## src/rtl/bcd_pkg.sv

```systemverilog
// Shared widths and FSM state type for the binary-to-BCD converter.
package bcd_pkg;
   localparam int BIN_W        = 16;
   localparam int DIGIT_W      = 4;
   localparam int NUM_DIGITS   = 4;
   localparam int SCRATCH_W    = 20;
   localparam int SHIFT_CYCLES = 16;

   typedef enum logic [1:0] {
      LOAD,
      SHIFT,
      UPDATE
   } state_t;
endpackage

```

## src/rtl/b_to_bcd_mod_if.sv

```systemverilog
// Binary input and BCD digit outputs of the converter, grouped as one bundle.
interface b_to_bcd_mod_if;
   import bcd_pkg::*;

   logic [BIN_W-1:0]   y;
   logic [DIGIT_W-1:0] ones;
   logic [DIGIT_W-1:0] tens;
   logic [DIGIT_W-1:0] hundreds;
   logic [DIGIT_W-1:0] thousands;

   modport master (output y, input ones, tens, hundreds, thousands);
   modport slave  (input y, output ones, tens, hundreds, thousands);
endinterface

```

## src/rtl/bcd_digit_adj.sv

```systemverilog
// Double-dabble nibble correction: add 3 when the digit is 5 or more.
module bcd_digit_adj
   import bcd_pkg::*;
(
   input  logic [DIGIT_W-1:0] d,
   output logic [DIGIT_W-1:0] q
);
   always_comb begin
      q = d;
      if (d >= DIGIT_W'(5)) q = d + DIGIT_W'(3);
   end
endmodule

```

## src/rtl/b_to_bcd_mod.sv

```systemverilog
// Free-running 18-cycle shift-and-add-3 converter from 16-bit binary to four
// registered BCD digits; the ten-thousands digit is dropped.
module b_to_bcd_mod
   import bcd_pkg::*;
(
   input  logic           clk,
   input  logic           reset,
   b_to_bcd_mod_if.slave  bus
);
   state_t                 state;
   logic [BIN_W-1:0]       bin;
   logic [SCRATCH_W-1:0]   scratch;
   logic [SCRATCH_W-1:0]   adj;
   logic [3:0]             cnt;
   logic [DIGIT_W-1:0]     ones_q, tens_q, hundreds_q, thousands_q;

   // Nibble 4 never reaches 5 within 16 shifts, so it bypasses correction.
   assign adj[SCRATCH_W-1 -: DIGIT_W] = scratch[SCRATCH_W-1 -: DIGIT_W];

   for (genvar i = 0; i < NUM_DIGITS; i++) begin : g_adj
      bcd_digit_adj u_adj (
         .d (scratch[i*DIGIT_W +: DIGIT_W]),
         .q (adj[i*DIGIT_W +: DIGIT_W])
      );
   end

   always_ff @(posedge clk) begin
      if (reset) begin
         state       <= LOAD;
         bin         <= '0;
         scratch     <= '0;
         cnt         <= '0;
         ones_q      <= '0;
         tens_q      <= '0;
         hundreds_q  <= '0;
         thousands_q <= '0;
      end else begin
         case (state)
            LOAD: begin
               bin     <= bus.y;
               scratch <= '0;
               cnt     <= '0;
               state   <= SHIFT;
            end
            SHIFT: begin
               {scratch, bin} <= {adj, bin} << 1;
               cnt            <= cnt + 4'd1;
               if (cnt == 4'(SHIFT_CYCLES - 1)) state <= UPDATE;
            end
            UPDATE: begin
               ones_q      <= scratch[0*DIGIT_W +: DIGIT_W];
               tens_q      <= scratch[1*DIGIT_W +: DIGIT_W];
               hundreds_q  <= scratch[2*DIGIT_W +: DIGIT_W];
               thousands_q <= scratch[3*DIGIT_W +: DIGIT_W];
               state       <= LOAD;
            end
            default: state <= LOAD;
         endcase
      end
   end

   assign bus.ones      = ones_q;
   assign bus.tens      = tens_q;
   assign bus.hundreds  = hundreds_q;
   assign bus.thousands = thousands_q;
endmodule

```

## src/flat_wrapper.sv

```systemverilog
// flat-port wrapper written by rule: the top's interface ports become plain ports
module b_to_bcd_mod_flat import bcd_pkg::*;
  (clk, reset, bus_y, bus_ones, bus_tens, bus_hundreds, bus_thousands);
  b_to_bcd_mod_if bus_i ();
  input  logic clk;
  input  logic reset;
  input wire logic [$bits(bus_i.y)-1:0] bus_y;
  output wire logic [$bits(bus_i.ones)-1:0] bus_ones;
  output wire logic [$bits(bus_i.tens)-1:0] bus_tens;
  output wire logic [$bits(bus_i.hundreds)-1:0] bus_hundreds;
  output wire logic [$bits(bus_i.thousands)-1:0] bus_thousands;
  assign bus_i.y = bus_y;
  assign bus_ones = bus_i.ones;
  assign bus_tens = bus_i.tens;
  assign bus_hundreds = bus_i.hundreds;
  assign bus_thousands = bus_i.thousands;
  b_to_bcd_mod u_core (.clk(clk), .reset(reset), .bus(bus_i));
endmodule
```

## config.mk

```make
export PLATFORM = sky130hd
export DESIGN_NAME = b_to_bcd_mod_flat
export DESIGN_NICKNAME = d
export VERILOG_FILES = /design/src/rtl/bcd_pkg.sv /design/src/rtl/b_to_bcd_mod_if.sv /design/src/rtl/bcd_digit_adj.sv /design/src/rtl/b_to_bcd_mod.sv /design/src/flat_wrapper.sv
export SDC_FILE = /design/constraint.sdc
export NUM_CORES = 1
export LEC_CHECK = 0
export ABC_AREA = 1
export BUFFER_PORTS_ARGS = -buffer_cell sky130_fd_sc_hd__buf_2
export CAP_MARGIN = 15
export CORE_MARGIN = 2
export CORE_UTILIZATION = 55
export DETAILED_ROUTE_END_ITERATION = 10
export GPL_TIMING_DRIVEN = 0
export PLACE_DENSITY = 0.84
export SYNTH_ARGS = -nofsm -noshare
export SYNTH_HDL_FRONTEND = slang
export SYNTH_SLANG_ARGS = --single-unit
```

## constraint.sdc

```tcl
create_clock -name clk -period 1.4 [get_ports clk]
set_input_delay 0.07 -clock clk [delete_from_list [all_inputs] [get_ports clk]]
set_output_delay 0.07 -clock clk [all_outputs]
set_load 0.02 [all_outputs]
```

==> out/summary.txt, run 1 <==
status -> finished clean
Least-Margin Pin Slew -> 0.694 ns
Worst Setup End Kind -> flop
DP HPWL -> 3.90 mm
Slew HR -> 53.7%
# DRC -> 0
crit-path leading delay family -> simple AND/OR/NAND/NOR gates
synthesized cell area -> 2540 µm²
Reg2Reg Depth -> 9
maxcap violations -> 0
Post-synth ARST share -> 0%
final worst-path cycle share -> 93.7%
yosys warns -> 0
Iteration-0 DRC Markers -> 214
post-synthesis sequential area ratio -> 42.6%
count of pins over their slew limit -> 0
dpl cells -> 411
#FFs+latches synth -> 54
Worst path max stage delay -> 0.35 ns
Filler cells -> 383
overall routed net length -> 5.63 mm
most common cell in the netlist -> nand2_1
Crit-path slowest cell -> dfxtp_2
Worst Path Class, Setup -> flop to flop
core outline area -> 4410 µm²
vias -> 2327
WL/cell -> 13.4 µm
IO Count -> 34
Min Clock Period, post-route -> 1.31 ns
Pre-antenna DRT Iters -> 5
setup violators final -> 0
total chip power -> 2.63 mW
die width -> 71.9 µm
area of the multi-input gates -> 1200 µm²
largest net degree at the start of global routing -> 16
H-tree levels -> 2
gpl congestion -> 0.820
WHS Path Cells -> 3
pre-CTS WS -> 0.0230 ns
count of final hold-check violations -> 0
CP Buf/Inv Count -> 2
detailed-route vias per instance -> 5.55
clk_lat worst skew -> 0.31 ns
number of flops mapped to enable cells by yosys -> 0
Root Driver -> clkbuf_8
TritonCTS clock tree -> built
Levels on crit path -> 9
FP Rows -> 24
Sum Neg Setup Slack -> 0 ns
number of I/O port buffers -> 32
leading area contributor after synthesis -> dfxtp_1
PD cells -> 914 nW/µm²
layout cell share with drive strength beyond 1 -> 22.6%
most used cell, CP -> nor2_1
HP Class -> input port to flop
Synth top cells by count -> nand2_1, dfxtp_1, inv_1
critical-path maximum fanout -> 5
antenna cells -> 0
crit path DAT -> 1.50 ns
CP Cell Sequence -> inv_2 -> ha_1 -> inv_1 -> nand2_1 -> nand3_2 -> nand2_1 -> nor2_1 -> nor2_1 -> nor2_1
syn nets -> 354
die height -> 71.9 µm
Synth Flop Type -> dfxtp_1
Yosys cell types -> 33
Final Instance Count excl. Fillers -> 419
clk buf depth -> 2
Startpoint Class -> flop
syn_area_per_cell -> 7.76 µm²
vias in the first global route -> 2125
Worst-path clk slew -> 0.09 ns
Num CTS Buffers -> 5
clk_skew -> 0.00368 ns
grt total ovfl -> 0
Fmax -> 0.762 GHz
# nets final -> 394
postcts setup bufs -> 0
Initial Utilization -> 57.5%
largest cells by area after synthesis -> dfxtp_1, nand2_1, a211oi_2
Worst EP required -> 1.59 ns
initial antenna violation count -> 0
worst hold slack -> 0.0398 ns
worst setup margin -> 0.0879 ns
Sequential Area -> 1080 µm²
clk sink count -> 54
peak supply drop -> 0.514 mV
Lkg Pwr -> 1.30 nW
Total GRT Usage -> 22.9%
full die area -> 5170 µm²
Cells after Synth -> 327
P&R area growth vs syn -> 13.4%
global-route wire length before repair -> 9.41 mm
Final ANT Viol Nets -> 0
Yosys top cell area share -> 42.6%
==> cells in the final DEF (no fill, tap or decap), drive strengths merged <==
cell type    count
dlygate4sd3      1
nor3             1
a22oi            5
a21oi           17
and3             1
clkinv           6
o32ai            1
a211oi          16
dfxtp           54
o221ai           3
inv             42
clkbuf          13
nand3           20
o211ai           7
o22ai            4
nor2            29
nor4             1
ha               9
o211a            1
nand2           79
or2              1
o21ai            7
xnor2            1
buf             40
nand4            8
==> final timing paths <==
kind                            slack [ns]                             from                         endpoint
worst max-delay path                  0.09   u_core.scratch[0]$_SDFFE_PP0P_   u_core.scratch[4]$_SDFFE_PP0P_
worst min-delay path                  0.04                        bus_y[11]      u_core.bin[11]$_SDFFE_PP0P_
worst max register to register        0.09   u_core.scratch[0]$_SDFFE_PP0P_   u_core.scratch[4]$_SDFFE_PP0P_
worst min register to register        0.47  u_core.scratch[15]$_SDFFE_PP0P_  u_core.scratch[15]$_SDFFE_PP0P_
==> tightest hold or removal path, stage by stage <==
cell     delay, ns
buf_2         0.08
a22oi_1       0.05
o22ai_1       0.11
==> metal layers <==
layer	GRT usage, %	up-vias	wire (µm)
met5	0	-	0
met4	6.50	0	71
met3	4.72	10	274
met2	39.0	76	2640
met1	29.7	1087	2650
li1	-	1154	-
==> area by class of cell <==
class,count,area share [%]
plain buffers,16,3.30
multi-input cells,211,41.7
clock buffers,5,2.39
repair buffers,33,5.91
inverters,46,6.35
flip-flops and latches,54,37.7
well taps,52,2.26
clock inverters,2,0.348
==> flip-flops by register name (all words and copies together), names as in the netlist <==
| register | flops |
|---|---|
| u_core.bus.thousands | 4 |
| u_core.bus.ones | 4 |
| u_core.state | 2 |
| u_core.scratch | 16 |
| u_core.cnt | 4 |
| u_core.bin | 16 |
| u_core.bus.hundreds | 4 |
| u_core.bus.tens | 4 |
==> kinds of logic (layout without fill, tap and decap cells) <==
kind of cell             Yosys count  count (layout)  share of synthesized area (%)
adder cells (fa/ha/maj)            9               9                           4.44
buffers and inverters             62             102                           10.7
XOR/XNOR                           1               1                          0.345
flip-flops                        54              54                           42.6
AND/OR/NAND/NOR                  140             140                           23.3
AO/OA/AOI/OAI                     61              61                           18.5
==> through the flow <==
step | util [%] | cell area (µm²)
2_1_floorplan | - | 2540
3_3_place_gp | 62.6 | 2760
3_5_place_dp | 62.6 | 2760
4_1_cts | 64.6 | 2850
5_1_grt | 65.2 | 2880
6_report | 65.2 | 2880
==> power by group <==
group / internal [mW] / switching (mW) / leakage (nW) / total [mW]
Clock: 0.337 / 0.500 / 0.0438 / 0.837
Combinational: 0.0758 / 0.126 / 0.812 / 0.201
Sequential: 1.57 / 0.0196 / 0.440 / 1.59
Total: 1.99 / 0.645 / 1.30 / 2.63
==> what timing repair did <==
item                                    CTS  global route
endpoints found under the setup margin    0            14
gates resized for setup                   0            14
endpoints found under the hold margin     1             0
hold buffers                              1             0
No activity file was read; power rests on OpenSTA's default activity.
==> run 2: changes to the inputs <==
--- a/config.mk
+++ b/config.mk
@@ -13,6 +13,7 @@
 export DETAILED_ROUTE_END_ITERATION = 10
 export GPL_TIMING_DRIVEN = 0
 export PLACE_DENSITY = 0.84
+export SETUP_SLACK_MARGIN = 0.4
 export SYNTH_ARGS = -nofsm -noshare
 export SYNTH_HDL_FRONTEND = slang
 export SYNTH_SLANG_ARGS = --single-unit
==> out/summary.txt, run 2 (same netlist as run 1, synthesis figures left out) <==
status -> finished clean
peak supply drop -> 0.757 mV
TritonCTS clock tree -> built
Pre-antenna DRT Iters -> 5
FP Rows -> 24
# DRC -> 0
detailed-route vias per instance -> 6.01
core outline area -> 4410 µm²
Fmax -> 0.742 GHz
Detail Route met3 WL -> 396 µm
clk sink count -> 54
Worst-path clk slew -> 0.10 ns
layout cell share with drive strength beyond 1 -> 53.1%
vias -> 2759
HP Class -> input port to flop
RSZ-0062 raised after global routing -> true
Iteration-0 DRC Markers -> 229
max layer used -> met4
die height -> 71.9 µm
vias in the first global route -> 2545
gpl congestion -> 0.779
Top Registers -> u_core.bin: 16 flops, u_core.scratch: 16 flops
Critical R2R Capture -> u_core.scratch[3]$_SDFFE_PP0P_
clk_skew -> 0.0104 ns
final worst-path cycle share -> 96.3%
global-route wire length before repair -> 11.9 mm
R2R Path Start -> u_core.scratch[3]$_SDFFE_PP0P_
count of final hold-check violations -> 0
Initial Utilization -> 57.5%
P&R area growth vs syn -> 55.4%
die width -> 71.9 µm
Reg2Reg Depth -> 4
Post-Route M1 WL -> 3.68 mm
most frequent cells in the layout -> nand2_1, dfxtp_1, buf_2
Final ANT Viol Nets -> 0
initial antenna violation count -> 0
Sum Neg Setup Slack -> 0 ns
# nets final -> 433
clk buf depth -> 2
most common cell after layout, fill and taps aside -> nand2_1
antenna cells -> 0
Worst Setup End Kind -> flop
crit path from -> u_core.scratch[3]$_SDFFE_PP0P_
PD cells -> 750 nW/µm²
grt total ovfl -> 0
Least-Margin Pin Slew -> 0.765 ns
Total GRT Usage -> 29.3%
Root Driver -> clkbuf_8
Worst Path Class, Setup -> flop to flop
IO Count -> 34
Slew HR -> 49.0%
Worst Setup EP -> u_core.scratch[3]$_SDFFE_PP0P_
overall routed net length -> 9.16 mm
crit path DAT -> 1.61 ns
critical-path maximum fanout -> 6
count of pins over their slew limit -> 0
setup violators final -> 0
clk_lat worst skew -> 0.32 ns
Worst EP required -> 1.66 ns
Min Clock Period, post-route -> 1.35 ns
Num CTS Buffers -> 5
largest net degree at the start of global routing -> 16
Met2 Routed Length -> 4.78 mm
number of I/O port buffers -> 32
full die area -> 5170 µm²
R2R Setup Slk -> 0.05 ns
Filler cells -> 185
DP HPWL -> 4.03 mm
Lkg Pwr -> 1.78 nW
Startpoint Class -> flop
Post-DP Area -> 2900 µm²
WL/cell -> 19.9 µm
Post-CTS Hold Buffers -> 0
maxcap violations -> 0
final instance area -> 3940 µm²
H-tree levels -> 2
-- run 2: per-stage QoR --
stage	total power [mW]	util (%)	worst slack (ns)	hold WS [ns]	cells
after CTS	2.80	78.3	0.180	0.00453	445
after detailed placement	1.84	65.8	0.143	0.333	411
after floorplan	1.77	-	0.279	0.213	327
after global placement	1.83	65.8	0.185	0.327	411
final	2.96	89.3	0.0523	0.00352	459
after global routing	3.03	89.3	0.0279	0.00460	459
-- run 2: what timing repair did --
| action | 4_1_cts | 5_1_grt |
|---|---|---|
| gates cloned | 4 | 2 |
| resized for setup | 49 | 84 |
| endpoints found under the setup margin | 54 | 54 |
| pin swaps | 12 | 37 |
| setup buffers | 22 | 12 |
-- run 2: layout make-up --
cell class / instances / area [µm²] / area share, %
flip-flops and latches: 54 / 1100 / 28.0
multi-input cells: 211 / 1700 / 43.1
well taps: 52 / 65.1 / 1.65
clock inverters: 1 / 5.00 / 0.127
repair buffers: 72 / 598 / 15.2
clock buffers: 7 / 86.3 / 2.19
plain buffers: 16 / 165 / 4.19
inverters: 46 / 220 / 5.58
-- run 2: critical path, cell delays in order (launching register included) --
cell and delay, ns:
dfxtp_1 0.42, inv_1 0.20, o21ai_1 0.37, nand3_4 0.12, a21oi_2 0.16
-- run 2: where the power goes --
group	total, mW	switching [mW]	internal [mW]	leakage (nW)
Sequential	1.60	0.0293	1.57	0.445
Combinational	0.421	0.223	0.198	1.29
Clock	0.938	0.537	0.401	0.0482
Total	2.96	0.789	2.17	1.78
-- run 2: worst min-delay path by stage --
| stage | start | to | slack, ns | depth (start not counted) |
|---|---|---|---|---|
| floorplan | bus_y[0] | u_core.bin[0]$_SDFFE_PP0P_ | 0.21 | 2 |
| global placement | bus_y[0] | u_core.bin[0]$_SDFFE_PP0P_ | 0.33 | 3 |
| detailed placement | bus_y[0] | u_core.bin[0]$_SDFFE_PP0P_ | 0.33 | 3 |
| CTS | bus_y[0] | u_core.bin[0]$_SDFFE_PP0P_ | 0.005 | 3 |
| global route | bus_y[0] | u_core.bin[0]$_SDFFE_PP0P_ | 0.005 | 3 |
| finish | bus_y[0] | u_core.bin[0]$_SDFFE_PP0P_ | 0.004 | 3 |
-- run 2: metal layers --
metal	GRT usage, %	up-vias
met5	0	-
met3	5.69	31
met4	10.3	0
met1	33.9	1375
met2	53.9	112
li1	-	1241
